File: src/rtl/mul_div_unit_pkg.sv
// Shared RV32M multiply/divide definitions, used by decode/control and by
// mul_div_unit: the default datapath width, the funct3 op codes and the
// MDU sequencer state encoding.
package mul_div_unit_pkg;

  localparam int unsigned MDU_XLEN = 32;

  localparam logic [2:0] MDU_MUL    = 3'b000;
  localparam logic [2:0] MDU_MULH   = 3'b001;
  localparam logic [2:0] MDU_MULHSU = 3'b010;
  localparam logic [2:0] MDU_MULHU  = 3'b011;
  localparam logic [2:0] MDU_DIV    = 3'b100;
  localparam logic [2:0] MDU_DIVU   = 3'b101;
  localparam logic [2:0] MDU_REM    = 3'b110;
  localparam logic [2:0] MDU_REMU   = 3'b111;

  typedef enum logic [1:0] {
    IDLE = 2'd0,
    CALC = 2'd1,
    FIX  = 2'd2,
    DONE = 2'd3
  } mdu_state_e;

endpackage

File: src/rtl/mul_div_unit.sv
// Iterative RV32M multiply/divide unit (execute stage, beside the ALU).
// Fixed latency of XLEN+2 cycles from the accepting edge to the end of done.
//   clk, rst_n     : clock, synchronous active-low reset
//   start          : request, accepted only when the unit is free
//   funct3         : RV32M op select (MUL..REMU)
//   op_a, op_b     : rs1 / rs2 data (multiplicand/dividend, multiplier/divisor)
//   rd_in          : destination register index
//   busy           : unit occupied (core stalls on this)
//   done           : one-cycle pulse, result/rd_out valid, drives RF we
//   result, rd_out : registered result and destination index
module mul_div_unit
  import mul_div_unit_pkg::*;
#(
  parameter int unsigned XLEN = MDU_XLEN
) (
  input  logic            clk,
  input  logic            rst_n,
  input  logic            start,
  input  logic [2:0]      funct3,
  input  logic [XLEN-1:0] op_a,
  input  logic [XLEN-1:0] op_b,
  input  logic [4:0]      rd_in,
  output logic            busy,
  output logic            done,
  output logic [XLEN-1:0] result,
  output logic [4:0]      rd_out
);

  localparam int unsigned CW = $clog2(XLEN);

  mdu_state_e        state_q, state_d;
  logic [CW-1:0]     count_q, count_d;
  logic [2:0]        f_q, f_d;
  logic              sa_q, sa_d, sb_q, sb_d;
  logic [2*XLEN-1:0] p_q, p_d;      // {acc/remainder, multiplier/quotient}
  logic [XLEN-1:0]   m_q, m_d;      // multiplicand or divisor magnitude
  logic [XLEN-1:0]   result_q, result_d;
  logic [4:0]        rd_q, rd_d;

  logic              sign_a, sign_b, accept;
  logic [XLEN-1:0]   mag_a, mag_b;
  logic              is_div, neg;
  logic [XLEN+1:0]   as_x, as_y, as_r;
  logic [2*XLEN-1:0] p_step, prod;
  logic [XLEN-1:0]   quot, rem, fix_res;

  // Operand classification for the incoming request.
  always_comb begin
    sign_a = op_a[XLEN-1] &
             (funct3 inside {MDU_MUL, MDU_MULH, MDU_MULHSU, MDU_DIV, MDU_REM});
    sign_b = op_b[XLEN-1] & (funct3 inside {MDU_MUL, MDU_MULH, MDU_DIV, MDU_REM});
    mag_a  = sign_a ? -op_a : op_a;
    mag_b  = sign_b ? -op_b : op_b;
  end

  // One shared adder/subtractor. Multiply adds m to the accumulator with
  // carry out; divide subtracts m from {remainder, next dividend bit} and
  // uses the sign of the wide result as the restore decision.
  always_comb begin
    is_div = f_q[2];
    as_x   = is_div ? {1'b0, p_q[2*XLEN-1:XLEN-1]} : {2'b00, p_q[2*XLEN-1:XLEN]};
    as_y   = {2'b00, m_q} ^ {(XLEN+2){is_div}};
    as_r   = as_x + as_y + (XLEN+2)'(is_div);
    if (is_div) begin
      if (as_r[XLEN+1]) p_step = {p_q[2*XLEN-2:0], 1'b0};
      else              p_step = {as_r[XLEN-1:0], p_q[XLEN-2:0], 1'b1};
    end else if (p_q[0]) begin
      p_step = {as_r[XLEN:0], p_q[XLEN-1:1]};
    end else begin
      p_step = {1'b0, p_q[2*XLEN-1:1]};
    end
  end

  // Sign correction and result select. Divide-by-zero on magnitudes already
  // leaves the dividend as remainder, and signed overflow falls out of the
  // magnitude arithmetic; only the zero-divisor quotient needs an override.
  always_comb begin
    neg  = sa_q ^ sb_q;
    prod = neg ? -p_q : p_q;
    quot = neg ? -p_q[XLEN-1:0] : p_q[XLEN-1:0];
    rem  = sa_q ? -p_q[2*XLEN-1:XLEN] : p_q[2*XLEN-1:XLEN];
    case (f_q)
      MDU_MUL:                        fix_res = prod[XLEN-1:0];
      MDU_MULH, MDU_MULHSU, MDU_MULHU: fix_res = prod[2*XLEN-1:XLEN];
      MDU_DIV, MDU_DIVU:              fix_res = (m_q == '0) ? '1 : quot;
      default:                        fix_res = rem;
    endcase
  end

  always_comb begin
    state_d  = state_q;
    count_d  = count_q;
    f_d      = f_q;
    sa_d     = sa_q;
    sb_d     = sb_q;
    p_d      = p_q;
    m_d      = m_q;
    result_d = result_q;
    rd_d     = rd_q;
    accept   = 1'b0;
    unique case (state_q)
      IDLE: accept = start;
      CALC: begin
        p_d     = p_step;
        count_d = count_q + CW'(1);
        if (count_q == CW'(XLEN-1)) state_d = FIX;
      end
      FIX: begin
        result_d = fix_res;
        rd_d     = rd_q;
        state_d  = DONE;
      end
      // DONE doubles as an accept slot so back-to-back ops issue every XLEN+2 cycles.
      DONE: begin
        state_d = IDLE;
        accept  = start;
      end
      default: state_d = IDLE;
    endcase
    if (accept) begin
      state_d = CALC;
      count_d = '0;
      f_d     = funct3;
      sa_d    = sign_a;
      sb_d    = sign_b;
      p_d     = funct3[2] ? {{XLEN{1'b0}}, mag_a} : {{XLEN{1'b0}}, mag_b};
      m_d     = funct3[2] ? mag_b : mag_a;
    end
  end

  // rd_out only becomes visible at the FIX->DONE edge; the latched index
  // lives in rd_lat_q until then.
  logic [4:0] rd_lat_q;

  always_ff @(posedge clk) begin
    if (!rst_n) begin
      state_q  <= IDLE;
      count_q  <= '0;
      f_q      <= '0;
      sa_q     <= 1'b0;
      sb_q     <= 1'b0;
      p_q      <= '0;
      m_q      <= '0;
      result_q <= '0;
      rd_q     <= '0;
      rd_lat_q <= '0;
    end else begin
      state_q  <= state_d;
      count_q  <= count_d;
      f_q      <= f_d;
      sa_q     <= sa_d;
      sb_q     <= sb_d;
      p_q      <= p_d;
      m_q      <= m_d;
      result_q <= result_d;
      if (accept) rd_lat_q <= rd_in;
      if (state_q == FIX) rd_q <= rd_lat_q;
    end
  end

  assign busy   = (state_q != IDLE);
  assign done   = (state_q == DONE);
  assign result = result_q;
  assign rd_out = rd_q;

endmodule

File: config.mk
export PLATFORM = sky130hd
export DESIGN_NAME = mul_div_unit
export DESIGN_NICKNAME = d
export VERILOG_FILES = /design/src/rtl/mul_div_unit_pkg.sv /design/src/rtl/mul_div_unit.sv
export SDC_FILE = /design/constraint.sdc
export NUM_CORES = 1
export LEC_CHECK = 0
export ABC_AREA = 1
export BUFFER_PORTS_ARGS = -buffer_cell sky130_fd_sc_hd__buf_2
export CAP_MARGIN = 10
export CORE_MARGIN = 2
export CORE_UTILIZATION = 35
export CTS_CLUSTER_SIZE = 8
export DETAILED_ROUTE_END_ITERATION = 8
export HOLD_SLACK_MARGIN = 0.06
export PLACE_DENSITY_LB_ADDON = 0.15
export SLEW_MARGIN = 20
export SYNTH_ARGS = -nofsm -noshare
export SYNTH_HDL_FRONTEND = slang
export SYNTH_SLANG_ARGS = --single-unit
File: constraint.sdc
create_clock -name clk -period 4.45 [get_ports clk]
set_clock_uncertainty 0.1 [all_clocks]
set_input_delay 0.2225 -clock clk [delete_from_list [all_inputs] [get_ports clk]]
set_output_delay 0.2225 -clock clk [all_outputs]
set_load 0.1 [all_outputs]
# Yosys cells after proc, flatten, opt, wreduce, memory -nomap -nowiden
# Index checks and enable logic that the tools add are counted.
# totals
regBits	150
input_bits	75
elab_cells	74
# classes
add_sub_neg	8
eq_ne	15
muxes	19
n_bitwise	5
n_reduce_logical	16
# ops
operator	n
64-bit two-way mux	6
32-bit two-way mux	7
32-bit negation	4
32-bit case mux with 3 select lines	1
64-bit negation	1
33-bit by 34-bit adder with 34-bit output	1
34-bit by 1-bit adder with 34-bit output	1
32-bit by 34-bit XOR with 34-bit output	1
33-bit two-way mux	1
32-bit logical NOT	1
3-bit equality test (second input constant)	4
3-bit by 2-bit equality test with 1-bit output (second input constant)	3
4-bit nonzero test	2
3-bit by 1-bit equality test with 1-bit output (second input constant)	2
3-bit logical NOT	2
2-bit case mux with 3 select lines	1
2-bit OR reduction	3
5-bit by 1-bit adder with 5-bit output (second input constant)	1
5-bit equality test (second input constant)	1
5-bit nonzero test	1
2-bit equality test (second input constant)	2
2-bit AND reduction	2
2-bit nonzero test	2
3-bit inequality test (second input constant)	1
other kinds (10)	12

# Logic depth before layout (Yosys ltp)
# Gate-level depths: netlist of run 1.
# logic_depth
ltp_word	7
depth_mapped	24
depth_no_buf	21

# Worst setup path before layout of run 1
# Ideal clock, no wire load.
# synth_path
path_kind	register to register
startpoint	register f_q[2]
endpoint	register p_q[36]
setup_ns	0.139
arrival_ns	2.991
required_ns	4.211
path_slack_ns	1.220
path_stages_with_launch	21
n_path_buf	7
period_less_slack_ns	3.230
path_cell_list	dfxtp_1 > buf_4 > inv_2 > buf_6 > clkbuf_1 > buf_2 > buf_1 > a21oi_1 > ha_1 > a21oi_1 > o21ai_1 > a21oi_2 > nand2_1 > nand2_1 > nand4_2 > buf_6 > buf_12 > nand2_2 > o21ai_2 > nand2_1 > a21oi_2
# synth_between
elab_chain_len	7
elab_cells_between_ends	9
classes_between	add/sub (2); mux (6); bitwise (1)
# synth_rtl
element	line_no	source
start, declared	mul_div_unit.sv:33	logic [2:0] f_q, f_d;
start signal, assigned	mul_div_unit.sv:139	f_q <= '0;
start signal, assigned	mul_div_unit.sv:150	f_q <= f_d;
33-bit two-way mux / 32-bit by 34-bit XOR with 34-bit output (equally long branches)	mul_div_unit.sv:61, mul_div_unit.sv:62	
33-bit by 34-bit adder with 34-bit output	mul_div_unit.sv:63	as_r = as_x + as_y + (XLEN+2)'(is_div);
34-bit by 1-bit adder with 34-bit output	mul_div_unit.sv:63	
64-bit two-way mux (on tied branches)	mul_div_unit.sv:67, mul_div_unit.sv:65	
64-bit two-way mux *	mul_div_unit.sv:64	if (is_div) begin
64-bit two-way mux *	mul_div_unit.sv:101	unique case (state_q)
64-bit two-way mux *	mul_div_unit.sv:120	if (accept) begin
end signal, assigned	mul_div_unit.sv:153	p_q <= p_d;
end, declared	mul_div_unit.sv:35	logic [2*XLEN-1:0] p_q, p_d;
# Every way passes the cells marked *; elsewhere a longest branch is shown, timed or not. The select of a mux whose other input is x is not followed.
# A chain may end at the register's enable or synchronous reset.

# Worst setup path after layout of run 1
# layout_path
startpoint	register f_q[2]
endpoint	register p_q[58]
# The elaborated chain is that of the path after synthesis.

==> flow_summary.yaml, run 1 <==
outcome:
  outcome: "finished clean"
logic_synthesis:
  ys_ff_latch: 150
  commonest_cells_in_the_netlist: "sky130_fd_sc_hd__nand2_1 (750), sky130_fd_sc_hd__nor2_1 (290), sky130_fd_sc_hd__a21oi_1 (279), sky130_fd_sc_hd__inv_1 (257), sky130_fd_sc_hd__nand3_1 (189)"
  synth_flop_cell: "sky130_fd_sc_hd__dfxtp_1"
  asyncSetResetFlopFracSynth: 0
  synth_enable_flop_cells: 0
  synthesis.area_per_instance_sq_um: 5.76
  netlist.area_leader.share: 0.191
  syn_area_sq_um: 15800
  synth_largest_area_cell: "sky130_fd_sc_hd__dfxtp_1"
  synth_top_cells_by_area: "sky130_fd_sc_hd__dfxtp_1 (19%), sky130_fd_sc_hd__nand2_1 (18%), sky130_fd_sc_hd__a21oi_1 (8.9%), sky130_fd_sc_hd__nor2_1 (6.9%), sky130_fd_sc_hd__inv_1 (6.1%)"
  warnings_synthesis: 0
  synth_cells: 2736
  synth.yosys.seq_area_share: 0.191
  yosysUniqueCellTypes: 59
  synth_nets: 2856
  synth_most_common_cell: "sky130_fd_sc_hd__nand2_1"
timing:
  whs_ps: 96.2
  period_share: 0.841
  finalWorstSetupSlack_ps: 708
  fmax_ghz: 0.267
  layout_min_cycle_time_ps: 3740
  max_slew.worst_pin.slew_ps: 1000
  fin_setup_tns_ps: 0
  final-hold-violation-count: 0
  drv_slew: 0
  setup_repair_after_global_routing_missed_its_margin: "false"
  max_slew_headroom_at_the_worst_pin: 0.332
  report.final.setup_viol: 0
clock_tree:
  cts.path.max_buffers: 2
  number_of_resized_instances_in_the_post_cts_repair_step: 0
  cts_hold_buffers_added: 12
  cts.repair_timing.setup_buffer_count: 0
  cts.reportedPaths.clkPinSlew_ps: 70
  cts-root-buf: "sky130_fd_sc_hd__clkbuf_16"
  cts.sinks: 150
  clkLatencyLatePin_ps: 470
  cts_max_level: 4
  tritoncts: "done"
  tritoncts.num_buffers: 17
global_routing:
  antenna_found_initial: 0
  globalRouteMet2Util: 0.483
  largest_net_degree_at_the_start_of_global_routing: 88
  groute.layer.met3.usage: 0.0476
  number_of_global_route_vias_before_repair: 17400
  globalRouteOverflowTotal: 0
  grt_use_met1: 0.384
  grt_use_total: 0.295
  grt_pass1_wl_um: 105000
  top_usage_layer: "met2"
setup_path:
  reg_to_reg_critical_path_endpoint: "p_q[58]"
  reg2reg_slack_ps: 710
  critical_path.endpoint: "p_q[58]"
  critical_path.max_fanout: 27
  required_ps: 4730
  ff2ff_path_depth: 16
  critical_path.reg2reg.startpoint: "f_q[2]"
  path_class: "reg2reg"
  path_cells: "inv_2, buf_4, nor2_1, a21oi_1, ha_1, inv_1, o21bai_1, nand4_1, nand3_1, nor2_4, nand3_4, inv_2, o21ai_0, nand2_1, nand3_1, a21oi_1"
  highest_delay_cell_along_the_critical_path: "sky130_fd_sc_hd__inv_2"
  worstSetupStartpointType: "register"
  worst_setup_path_startpoint: "f_q[2]"
  slowest_delay_ps: 390
  endpoint_kind: "register"
  critical_path_arrival_ps: 4020
detailed_routing:
  iteration_0_drc_markers: 1800
  drc_errors: 0
  drt_pass1_iterations: 6
  drt.antenna.violating_nets: 0
  routed_via_density: 5.44
  detail_route.wirelength_um: 70000
  num_vias: 18400
  detail_route.wl_per_cell_um: 20.7
place:
  placed_area_sq_um: 16700
  gp_congestion: 0.982
  placed_cells_incl_taps: 3338
  dp_hpwl_um: 55700
  buffer_ports.inserted: 113
  dp_worst_setup_slack_ps: 807
floorplanning:
  fp.dieW_um: 216
  effective_utilization_at_floorplan: 0.356
  ios: 114
  floorplan.die_area_sq_um: 46700
  floorplan.rows: 77
  fp.dieH_um: 216
  design.core.area_sq_um: 44300
final_layout:
  finish.cell_count_without_fillers: 3382
  drive_above_1_share: 0.111
  insertedDiodeCount: 0
  num-nets-final: 2897
  design_area_sq_um: 17500
  postLayoutCoreUtil: 0.394
  area_growth_syn_to_layout_pct: 10.8
power:
  power_density_nw_per_um2: 535
  power.total_mw: 9.34
  power.ir.vdd_worst_uv: 325
  p_leak_nw: 8.15
min_path:
  min-delay-path-class: "in2reg"
run:
  max-cap-violations: 0
## logic make-up after synthesis
group / Yosys count / share of synthesized area
xor+xnor: 126 / 0.0700
compound gates: 600 / 0.214
fa+ha+maj: 45 / 0.0362
buf+inv: 419 / 0.108
flops: 150 / 0.191
simple gates: 1396 / 0.382
## cell usage in the layout (no fill, tap or decap), types with 5 or more instances in the layout
cell and instances:
sky130_fd_sc_hd__a21oi_1 279, sky130_fd_sc_hd__clkbuf_16 17, sky130_fd_sc_hd__o21ai_1 42, sky130_fd_sc_hd__dlygate4sd3_1 12, sky130_fd_sc_hd__clkinv_1 8, sky130_fd_sc_hd__o221ai_1 6, sky130_fd_sc_hd__o31ai_1 8, sky130_fd_sc_hd__xor2_1 109
sky130_fd_sc_hd__ha_1 44, sky130_fd_sc_hd__buf_2 113, sky130_fd_sc_hd__o21ai_0 155, sky130_fd_sc_hd__inv_2 18, sky130_fd_sc_hd__nand4_1 29, sky130_fd_sc_hd__nand3_1 189, sky130_fd_sc_hd__o211ai_1 38, sky130_fd_sc_hd__a31oi_1 12
sky130_fd_sc_hd__a22oi_1 5, sky130_fd_sc_hd__nor2_4 10, sky130_fd_sc_hd__a21oi_2 15, sky130_fd_sc_hd__nor2_2 19, sky130_fd_sc_hd__o21ai_2 12, sky130_fd_sc_hd__buf_4 31, sky130_fd_sc_hd__or2_1 5, sky130_fd_sc_hd__nand3b_1 7
sky130_fd_sc_hd__xnor2_1 17, sky130_fd_sc_hd__nor4_1 10, sky130_fd_sc_hd__inv_1 256, sky130_fd_sc_hd__nand2_1 749, sky130_fd_sc_hd__nor3_2 5, sky130_fd_sc_hd__nor3_1 36, sky130_fd_sc_hd__or2_2 7, sky130_fd_sc_hd__o21bai_1 5
sky130_fd_sc_hd__nand2_2 26, sky130_fd_sc_hd__dfxtp_1 149, sky130_fd_sc_hd__nand3_2 8, sky130_fd_sc_hd__nor2_1 287, sky130_fd_sc_hd__o22ai_1 8
## sequential cells by signal, summed over array words and instances, names as in the netlist
register and flops:
p_q 64, m_q 32, result 32, count_q 5, rd_lat_q 5, rd_out 5
f_q 3, state_q 2, sa_q 1, sb_q 1
## layout make-up
class                   instances  area, sq um
inverters                     282         1060
fillers                      5050        26900
clock buffers                  20          457
flip-flops and latches        150         3010
repair buffers                159          978
multi-input cells            2167        11100
well taps                     592          741
clock inverters                12          143
## where the power goes
group,switching (mW),internal (mW)
combinational,4.26,1.64
clock,0.655,0.864
sequential,0.346,1.58
## critical path: cells and delay by family (launching register included)
family | cells | cell delay (ps)
flip-flops | 1 | 360
adder cells (fa/ha/maj) | 1 | 330
AND/OR/NAND/NOR | 7 | 980
buffers and inverters | 4 | 1210
AO/OA/AOI/OAI | 4 | 650
## layer usage
layer	part of all wire	wire length [um]
met1	0.44	30400
met5	0	0
met2	0.46	32000
met3	0.064	4510
met4	0.043	3030
## worst min path at each step
stage | start | to | depth (start not counted)
after global routing | op_a[20] | p_q[20] | 4
after detailed placement | result[12] | result[12] | 2
after CTS | op_a[21] | m_q[21] | 6
after global placement | rd_lat_q[0] | rd_lat_q[0] | 2
final | op_a[21] | m_q[21] | 6
after floorplan | funct3[0] | f_q[0] | 2
Note: power is estimated with default switching activity, not from simulation.
==> run 2: changes to the inputs <==
- clock period: 4.45 -> 3.6 ns (I/O delays scaled with it)
==> flow_summary.yaml, run 2 (synthesis results as in run 1) <==
final_layout:
  largest-register: "p_q"
  area_growth_syn_to_layout_pct: 12.4
  num-nets-final: 2925
  layout.cells.most_common: "sky130_fd_sc_hd__nand2_1"
  layout.cells.most_common_list: "sky130_fd_sc_hd__nand2_1 (749), sky130_fd_sc_hd__nor2_1 (287), sky130_fd_sc_hd__a21oi_1 (279)"
  insertedDiodeCount: 0
  finish.cell_count_without_fillers: 3410
  postLayoutCoreUtil: 0.400
  drive_above_1_share: 0.115
  largest_register_ff_count: 64
setup_path:
  critical_path.top_delay_family: "compound AO/OA/AOI/OAI gates"
  highest_delay_cell_along_the_critical_path: "sky130_fd_sc_hd__dfxtp_1"
  critical_path_depth: 14
  worstSetupStartpointType: "register"
  ff2ff_path_depth: 14
  path_cells: "inv_1, o21ai_0, ha_1, nand2_1, o21ai_1, a21oi_1, nor2_1, nor2_4, nand3_4, inv_2, o21ai_0, nand2_1, nand2_1, a21oi_1"
  critical_path_arrival_ps: 3770
  critPathBufInv: 2
  critical_path.max_fanout: 16
  required_ps: 3900
  path_common_cell: "sky130_fd_sc_hd__nand2_1"
  endpoint_kind: "register"
  slowest_delay_ps: 630
  path_class: "reg2reg"
clock_tree:
  number_of_resized_instances_in_the_post_cts_repair_step: 0
  cts_max_level: 4
  clkLatencyLatePin_ps: 490
  cts.repair_timing.setup_buffer_count: 0
  tritoncts: "done"
  cts.sinks: 150
  cts-root-buf: "sky130_fd_sc_hd__clkbuf_16"
  cts.reportedPaths.clkPinSlew_ps: 70
  cts_hold_buffers_added: 27
  cts.path.max_buffers: 2
  tritoncts.num_buffers: 17
global_routing:
  antenna_found_initial: 1
  globalRouteOverflowTotal: 0
  grt_use_total: 0.289
  number_of_global_route_vias_before_repair: 17300
  grt_pass1_wl_um: 103000
  largest_net_degree_at_the_start_of_global_routing: 73
min_path:
  min_path_cells: 6
  min-delay-path-class: "in2reg"
floorplanning:
  effective_utilization_at_floorplan: 0.356
  floorplan.rows: 77
  ios: 114
  fp.dieW_um: 216
  floorplan.die_area_sq_um: 46700
  fp.dieH_um: 216
  design.core.area_sq_um: 44300
timing:
  final-hold-violation-count: 0
  period_share: 0.962
  drv_slew: 0
  max_slew_headroom_at_the_worst_pin: 0.303
  report.final.setup_viol: 0
  finalWorstSetupSlack_ps: 135
  fin_setup_tns_ps: 0
  setup_repair_after_global_routing_missed_its_margin: "false"
  fmax_ghz: 0.289
  max_slew.worst_pin.slew_ps: 1050
  layout_min_cycle_time_ps: 3460
power:
  power.total_mw: 11.5
  power.ir.vdd_worst_uv: 395
  p_leak_nw: 8.27
  power_density_nw_per_um2: 652
run:
  max-cap-violations: 0
detailed_routing:
  detail_route.wirelength_um: 68000
  num_vias: 18700
  routed_via_density: 5.48
  drt.antenna.violating_nets: 0
  drc_errors: 0
  detail_route.wl_per_cell_um: 19.9
  iteration_0_drc_markers: 1870
  drt_pass1_iterations: 6
place:
  buffer_ports.inserted: 113
  dp_worst_setup_slack_ps: 291
  dp_hpwl_um: 53500
  gp_congestion: 0.982
  placed_cells_incl_taps: 3351
outcome:
  outcome: "finished clean"
## run 2: changes by cell type in the layout (fill, tap and decap cells not counted)
cell / change
sky130_fd_sc_hd__buf_12: +1
sky130_fd_sc_hd__buf_4: +12
sky130_fd_sc_hd__bufinv_16: -1
sky130_fd_sc_hd__clkbuf_1: -1
sky130_fd_sc_hd__clkinv_2: -1
sky130_fd_sc_hd__clkinv_4: +1
sky130_fd_sc_hd__dlygate4sd3_1: +15
sky130_fd_sc_hd__inv_6: +1
sky130_fd_sc_hd__inv_8: +1
## run 2: worst paths after layout
check | end | slack (ps) | startpoint
worst min register to register | rd_lat_q[0] | 360 | rd_lat_q[0]
worst max register to register | p_q[49] | 140 | p_q[55]
worst max-delay path | p_q[49] | 140 | p_q[55]
worst min-delay path | m_q[27] | 80 | op_a[27]
## run 2: routing by layer
layer | wire, um | track usage
met5 | 9 | 0
met4 | 2840 | 0.124
met3 | 4100 | 0.0444
met2 | 31100 | 0.469
met1 | 30000 | 0.379
## run 2: power breakdown
part	switching, mW	internal [mW]
Sequential	0.397	1.95
Clock	0.838	1.00
Combinational	5.28	2.07
Total	6.52	5.03
## run 2: metrics by stage
stage / cell area (sq um) / hold slack [ps]
CTS: 17700 / 66.4
detailed placement: 16800 / 349
floorplan: 15800 / 226
global route: 17700 / 106
finish: 17700 / 84.7
global placement: 16800 / 339
## run 2: layout make-up
cell class / count / area, sq um
Tap cell: 592 / 741
Clock buffer: 19 / 453
Timing Repair Buffer: 187 / 1240
Clock inverter: 13 / 136
Fill cell: 4940 / 26600
Multi-Input combinational cell: 2167 / 11100
Inverter: 282 / 1060
Sequential cell: 150 / 3010
## run 2: tightest hold or removal path: stages
cell,delay (ps)
sky130_fd_sc_hd__buf_2,90
sky130_fd_sc_hd__xor2_1,140
sky130_fd_sc_hd__nand2_1,80
sky130_fd_sc_hd__nand3_1,60
sky130_fd_sc_hd__nand2_1,50
sky130_fd_sc_hd__inv_1,30
